`src/rtl/rggen_bus_arbiter.sv`:
```
// rtl/rggen_bus_arbiter.sv - round-robin arbiter sharing one rggen bus among N requesters
// Optional feature macro: RGGEN_BUS_ARBITER_TIMEOUT_EN (watchdog that completes a stuck transaction with SLVERR)
module rggen_bus_arbiter #(
    parameter int N_REQUESTERS   = 2,
    parameter int ADDRESS_WIDTH  = 8,
    parameter int BUS_WIDTH      = 32,
    parameter int TIMEOUT_CYCLES = 256
) (
    input  logic                                   i_clk,
    input  logic                                   i_rst_n,
    input  logic [N_REQUESTERS-1:0]                i_req_valid,
    input  logic [N_REQUESTERS*2-1:0]              i_req_access,
    input  logic [N_REQUESTERS*ADDRESS_WIDTH-1:0]  i_req_address,
    input  logic [N_REQUESTERS*BUS_WIDTH-1:0]      i_req_write_data,
    input  logic [N_REQUESTERS*(BUS_WIDTH/8)-1:0]  i_req_strobe,
    output logic [N_REQUESTERS-1:0]                o_req_ready,
    output logic [1:0]                             o_req_status,
    output logic [BUS_WIDTH-1:0]                   o_req_read_data,
    output logic                                   o_bus_valid,
    output logic [1:0]                             o_bus_access,
    output logic [ADDRESS_WIDTH-1:0]               o_bus_address,
    output logic [BUS_WIDTH-1:0]                   o_bus_write_data,
    output logic [BUS_WIDTH/8-1:0]                 o_bus_strobe,
    input  logic                                   i_bus_ready,
    input  logic [1:0]                             i_bus_status,
    input  logic [BUS_WIDTH-1:0]                   i_bus_read_data
);

    localparam int PW = (N_REQUESTERS > 1) ? $clog2(N_REQUESTERS) : 1;
    localparam int SW = BUS_WIDTH / 8;

    typedef enum logic {
        IDLE = 1'b0,
        BUSY = 1'b1
    } state_t;

    state_t                   r_state;
    state_t                   w_next_state;
    logic [PW-1:0]            r_ptr;
    logic [PW-1:0]            r_grant;
    logic [1:0]               r_access;
    logic [ADDRESS_WIDTH-1:0] r_address;
    logic [BUS_WIDTH-1:0]     r_write_data;
    logic [SW-1:0]            r_strobe;

    logic                     w_any;
    logic [PW-1:0]            w_sel;
    logic                     w_timeout;
    logic                     w_done;

`ifdef RGGEN_BUS_ARBITER_TIMEOUT_EN
    localparam int CW = (TIMEOUT_CYCLES > 2) ? $clog2(TIMEOUT_CYCLES) : 1;

    logic [CW-1:0]            r_to_cnt;

    // Watchdog: held at zero in IDLE so it starts clean on entry to BUSY, counts stalled BUSY cycles
    always_ff @(posedge i_clk or negedge i_rst_n) begin
        if (!i_rst_n) begin
            r_to_cnt <= '0;
        end else if (r_state == IDLE) begin
            r_to_cnt <= '0;
        end else if (!i_bus_ready) begin
            r_to_cnt <= r_to_cnt + 1'b1;
        end
    end

    assign w_timeout = (r_state == BUSY) && !i_bus_ready &&
                       (r_to_cnt == CW'(TIMEOUT_CYCLES - 1));
`else
    assign w_timeout = 1'b0;
`endif

    // A transaction finishes on downstream ready, or on watchdog expiry when enabled
    assign w_done = (r_state == BUSY) && (i_bus_ready || w_timeout);

    // Round-robin pick: scan from the pointer upward with wrap; the closest set index wins
    always_comb begin
        int v_idx;
        v_idx = 0;
        w_any = |i_req_valid;
        w_sel = '0;
        for (int i = N_REQUESTERS - 1; i >= 0; i--) begin
            v_idx = int'(r_ptr) + i;
            if (v_idx >= N_REQUESTERS) begin
                v_idx = v_idx - N_REQUESTERS;
            end
            if (i_req_valid[v_idx]) begin
                w_sel = PW'(v_idx);
            end
        end
    end

    // State register
    always_ff @(posedge i_clk or negedge i_rst_n) begin
        if (!i_rst_n) begin
            r_state <= IDLE;
        end else begin
            r_state <= w_next_state;
        end
    end

    // Next-state logic: grant from IDLE, return to IDLE on completion
    always_comb begin
        w_next_state = r_state;
        case (r_state)
            IDLE:    if (w_any)  w_next_state = BUSY;
            BUSY:    if (w_done) w_next_state = IDLE;
            default: w_next_state = IDLE;
        endcase
    end

    // Grant capture: the winner's request fields are frozen so the downstream side sees a stable request
    always_ff @(posedge i_clk or negedge i_rst_n) begin
        if (!i_rst_n) begin
            r_grant      <= '0;
            r_access     <= '0;
            r_address    <= '0;
            r_write_data <= '0;
            r_strobe     <= '0;
        end else if ((r_state == IDLE) && w_any) begin
            r_grant      <= w_sel;
            r_access     <= i_req_access[int'(w_sel)*2 +: 2];
            r_address    <= i_req_address[int'(w_sel)*ADDRESS_WIDTH +: ADDRESS_WIDTH];
            r_write_data <= i_req_write_data[int'(w_sel)*BUS_WIDTH +: BUS_WIDTH];
            r_strobe     <= i_req_strobe[int'(w_sel)*SW +: SW];
        end
    end

    // Priority pointer moves just past the requester that was served
    always_ff @(posedge i_clk or negedge i_rst_n) begin
        if (!i_rst_n) begin
            r_ptr <= '0;
        end else if (w_done) begin
            r_ptr <= (r_grant == PW'(N_REQUESTERS - 1)) ? '0 : r_grant + 1'b1;
        end
    end

    // Output logic: downstream request in BUSY, one-hot completion with pass-through response
    always_comb begin
        o_bus_valid     = (r_state == BUSY);
        o_req_ready     = '0;
        o_req_status    = 2'b00;
        o_req_read_data = '0;
        for (int i = 0; i < N_REQUESTERS; i++) begin
            o_req_ready[i] = w_done && (r_grant == PW'(i));
        end
        if ((r_state == BUSY) && i_bus_ready) begin
            o_req_status    = i_bus_status;
            o_req_read_data = i_bus_read_data;
        end else if (w_timeout) begin
            o_req_status    = 2'b10;
        end
    end

    assign o_bus_access     = r_access;
    assign o_bus_address    = r_address;
    assign o_bus_write_data = r_write_data;
    assign o_bus_strobe     = r_strobe;

endmodule

```
`config.mk`:
```
export PLATFORM = sky130hd
export DESIGN_NAME = rggen_bus_arbiter
export DESIGN_NICKNAME = d
export VERILOG_FILES = /design/src/rtl/rggen_bus_arbiter.sv
export SDC_FILE = /design/constraint.sdc
export NUM_CORES = 1
export LEC_CHECK = 0
export BUFFER_PORTS_ARGS = -buffer_cell sky130_fd_sc_hd__buf_4
export CAP_MARGIN = 40
export CORE_UTILIZATION = 33
export CTS_CLUSTER_SIZE = 40
export DETAILED_ROUTE_END_ITERATION = 12
export PLACE_DENSITY = 0.72
export SETUP_SLACK_MARGIN = 0.15
export SLEW_MARGIN = 20
export SYNTH_ARGS = -nofsm -noshare
export SYNTH_HDL_FRONTEND = slang
export SYNTH_SLANG_ARGS = --single-unit
```
`constraint.sdc`:
```
create_clock -name i_clk -period 1.4 [get_ports i_clk]
set_clock_uncertainty 0.2 [all_clocks]
set_input_delay 0 -clock i_clk [delete_from_list [all_inputs] [get_ports i_clk]]
set_output_delay 0 -clock i_clk [all_outputs]
set_load 0.02 [all_outputs]
```
==> flow_summary.json <==
{
  "synth.net_count": 448,
  "worstPathCellList": "buf_6, nand2b_4, clkbuf_16, a31oi_1, a21oi_1",
  "rows": 32,
  "p_leak_nw": 2.910,
  "top_layer": "met4",
  "ys_ff_latch": 49,
  "m1WireLength_microns": 5649,
  "hold_buffers": 95,
  "hold_viol": 23,
  "syn_inst": 317,
  "drive_above_1_share": 0.5808,
  "grt_pass1_vias": 4073,
  "portBuffers": 213,
  "ys_async_sr_fraction": 1.000,
  "insertion_delay_ns": 0.30,
  "ir_drop_uv": 740.3,
  "dp.cells": 607,
  "fillers": 356,
  "synth_cell_types": 20,
  "cp_top_family": "flip-flops",
  "max_freq_mhz": 650.6,
  "antenna_found_initial": 1,
  "dr_wl_met2_microns": 8520,
  "drt-total-wl_microns": 16360,
  "overflow": 0,
  "period_share": 1.098,
  "met3WireLength_microns": 1344,
  "crit_path_top_delay_cell": "dfrtp_1",
  "tns_ns": -6.426,
  "cp-end-kind": "flip-flop",
  "layout_commonest_cell": "buf_4",
  "path_class": "reg2reg",
  "initial_core_util": 0.3420,
  "dp_hpwl_microns": 7026,
  "clk_pin_slew_ns": 0.09,
  "nNetsFinal": 756,
  "syn_to_final_growth_pct": 157.0,
  "die-width_microns": 91.49,
  "grt_usage": 0.3229,
  "rsz0062_at_grt": "true",
  "slowest_delay_ns": 0.41,
  "outcome": "finished with violations",
  "drt_iter0_markers": 221,
  "cp-start-kind": "flip-flop",
  "die-area_sq_um": 8370,
  "cp_num_buf_inv": 2,
  "synth_edf_count": 0,
  "hold_path.class": "in2async",
  "post-route-drc-count": 0,
  "setup_viol": 83,
  "grt_max_degree": 47,
  "multiInputGateArea_sq_um": 2042,
  "slew_viol_final": 0,
  "critPathLaunch": "r_ptr",
  "final_cell_mix": "181 x buf_4, 95 x dlygate4sd3_1, 48 x nor2_1, 48 x dfrtp_1, 37 x buf_6",
  "die_h_microns": 91.49,
  "fin_crit_ns": 1.537,
  "io_pins": 214,
  "crit_path_max_fanout": 8,
  "synth-seq-area-share": 0.4640,
  "cts-root-buf": "clkbuf_8",
  "cts_tree": "done",
  "drt_first_pass_iters": 5,
  "max_cap_violations": 0,
  "syn_avg_cell_area_sq_um": 8.336,
  "violations": "hold timing, setup timing",
  "arrival_ns": 1.52,
  "stdcell_count": 728,
  "cts_sinks": 49,
  "maxSlewHeadroom": 0.5403,
  "seq_area_sq_um": 1227,
  "numCtsBuffers": 5,
  "post_drt_wl_per_cell_microns": 22.48,
  "grt_pass1_wl_microns": 20840,
  "fin_ws_ns": -0.1371,
  "cp.required_ns": 1.38,
  "timing.hold.ws_ns": -0.05554,
  "clockBufferDepth": 2,
  "gp_congestion": 0.7886,
  "r2r_slack_ns": -0.14,
  "tightest_slew_ns": 0.6896,
  "avgViaCountPerCell": 5.662,
  "synth_top_flop_cell": "dfrtp_1",
  "syn-cell-area_sq_um": 2643,
  "ys_warn_count": 0,
  "vias": 4122,
  "core-area_sq_um": 7727,
  "htree_levels": 2,
  "power.density_nw_per_um2": 1399,
  "r2r_start": "r_ptr",
  "detail-route-antenna-nets": 0
}
## routing by layer
layer	global-route usage	vias up
met5	0	-
met4	0.1481	0
met3	0.07621	70
met2	0.5971	292
met1	0.3435	1982
li1	-	1778
## where the power goes
part / leakage [nW] / internal [mW] / switching [mW]
Clock: 0.0540 / 0.520 / 0.482
Combinational: 2.31 / 2.89 / 3.19
Sequential: 0.548 / 2.01 / 0.412
## cell usage after synthesis (2+ instances only)
library cell	n	area [sq um]
buf_4	10	75.07
o21ai_1	32	160.2
clkbuf_1	14	52.55
buf_1	2	7.510
and3_1	35	219.0
buf_6	2	22.52
nor2_1	48	180.2
a21oi_1	47	235.2
buf_2	9	45.04
o21ai_0	15	75.07
a31oi_1	46	287.8
dfrtp_1	49	1226
## final cells by class
| type | count | area share |
|---|---|---|
| Inverter | 2 | 0.001106 |
| Clock inverter | 2 | 0.005159 |
| Multi-Input combinational cell | 230 | 0.3007 |
| Tap cell | 102 | 0.01879 |
| Clock buffer | 5 | 0.01013 |
| Sequential cell | 49 | 0.1808 |
| Antenna cell | 1 | 0.0003685 |
| Timing Repair Buffer | 337 | 0.4830 |
## worst register-to-register path, cell delays in order, from the launching register on
cell and delay, ns:
dfrtp_1 0.41, buf_6 0.13, nand2b_4 0.20, clkbuf_16 0.19
a31oi_1 0.18, a21oi_1 0.11
## cells by family (layout without fill, tap and decap cells)
group | count (synthesis) | after routing | synth area share
other | 0 | 1 | 0
buffers and inverters | 39 | 346 | 0.07954
AOI/OAI and AO/OA | 143 | 143 | 0.2988
DFF | 49 | 49 | 0.4640
and+or+nand+nor | 86 | 87 | 0.1577
## flip-flops by register name (all words and copies together), names as in the netlist
name	cells
o_bus_access	2
o_bus_address	8
o_bus_strobe	4
o_bus_valid	1
o_bus_write_data	32
r_grant	1
r_ptr	1
## path summary, 6_finish.rpt
check,endpoint,cells after the start
max,o_bus_write_data[17],5
min reg2reg,o_bus_address[5],2
min,o_bus_write_data[31],2
max reg2reg,o_bus_write_data[17],5
max in group asynchronous,o_bus_address[2],3
min in group i_clk,r_ptr,3
## per-stage QoR
step           setup slack [ns]  total power [mW]  cell area [sq um]  utilization
2_1_floorplan         -0.009780             4.552               2710            -
3_3_place_gp            0.01921             6.247               4382       0.5670
3_5_place_dp           -0.02851             6.328               4382       0.5670
4_1_cts                -0.09375             8.308               6035       0.7809
5_1_grt                 -0.1876             9.856               6790       0.8787
6_report                -0.1371             9.502               6790       0.8787
## what timing repair did
item                                   4_1_cts  5_1_grt
pin swaps                                   45       44
setup endpoints to repair                   85       84
setup buffers                                3        0
cloned                                       7        7
gates resized for setup                    108       89
endpoints found under the hold margin       98       23
(Power assumes the default switching activity.)
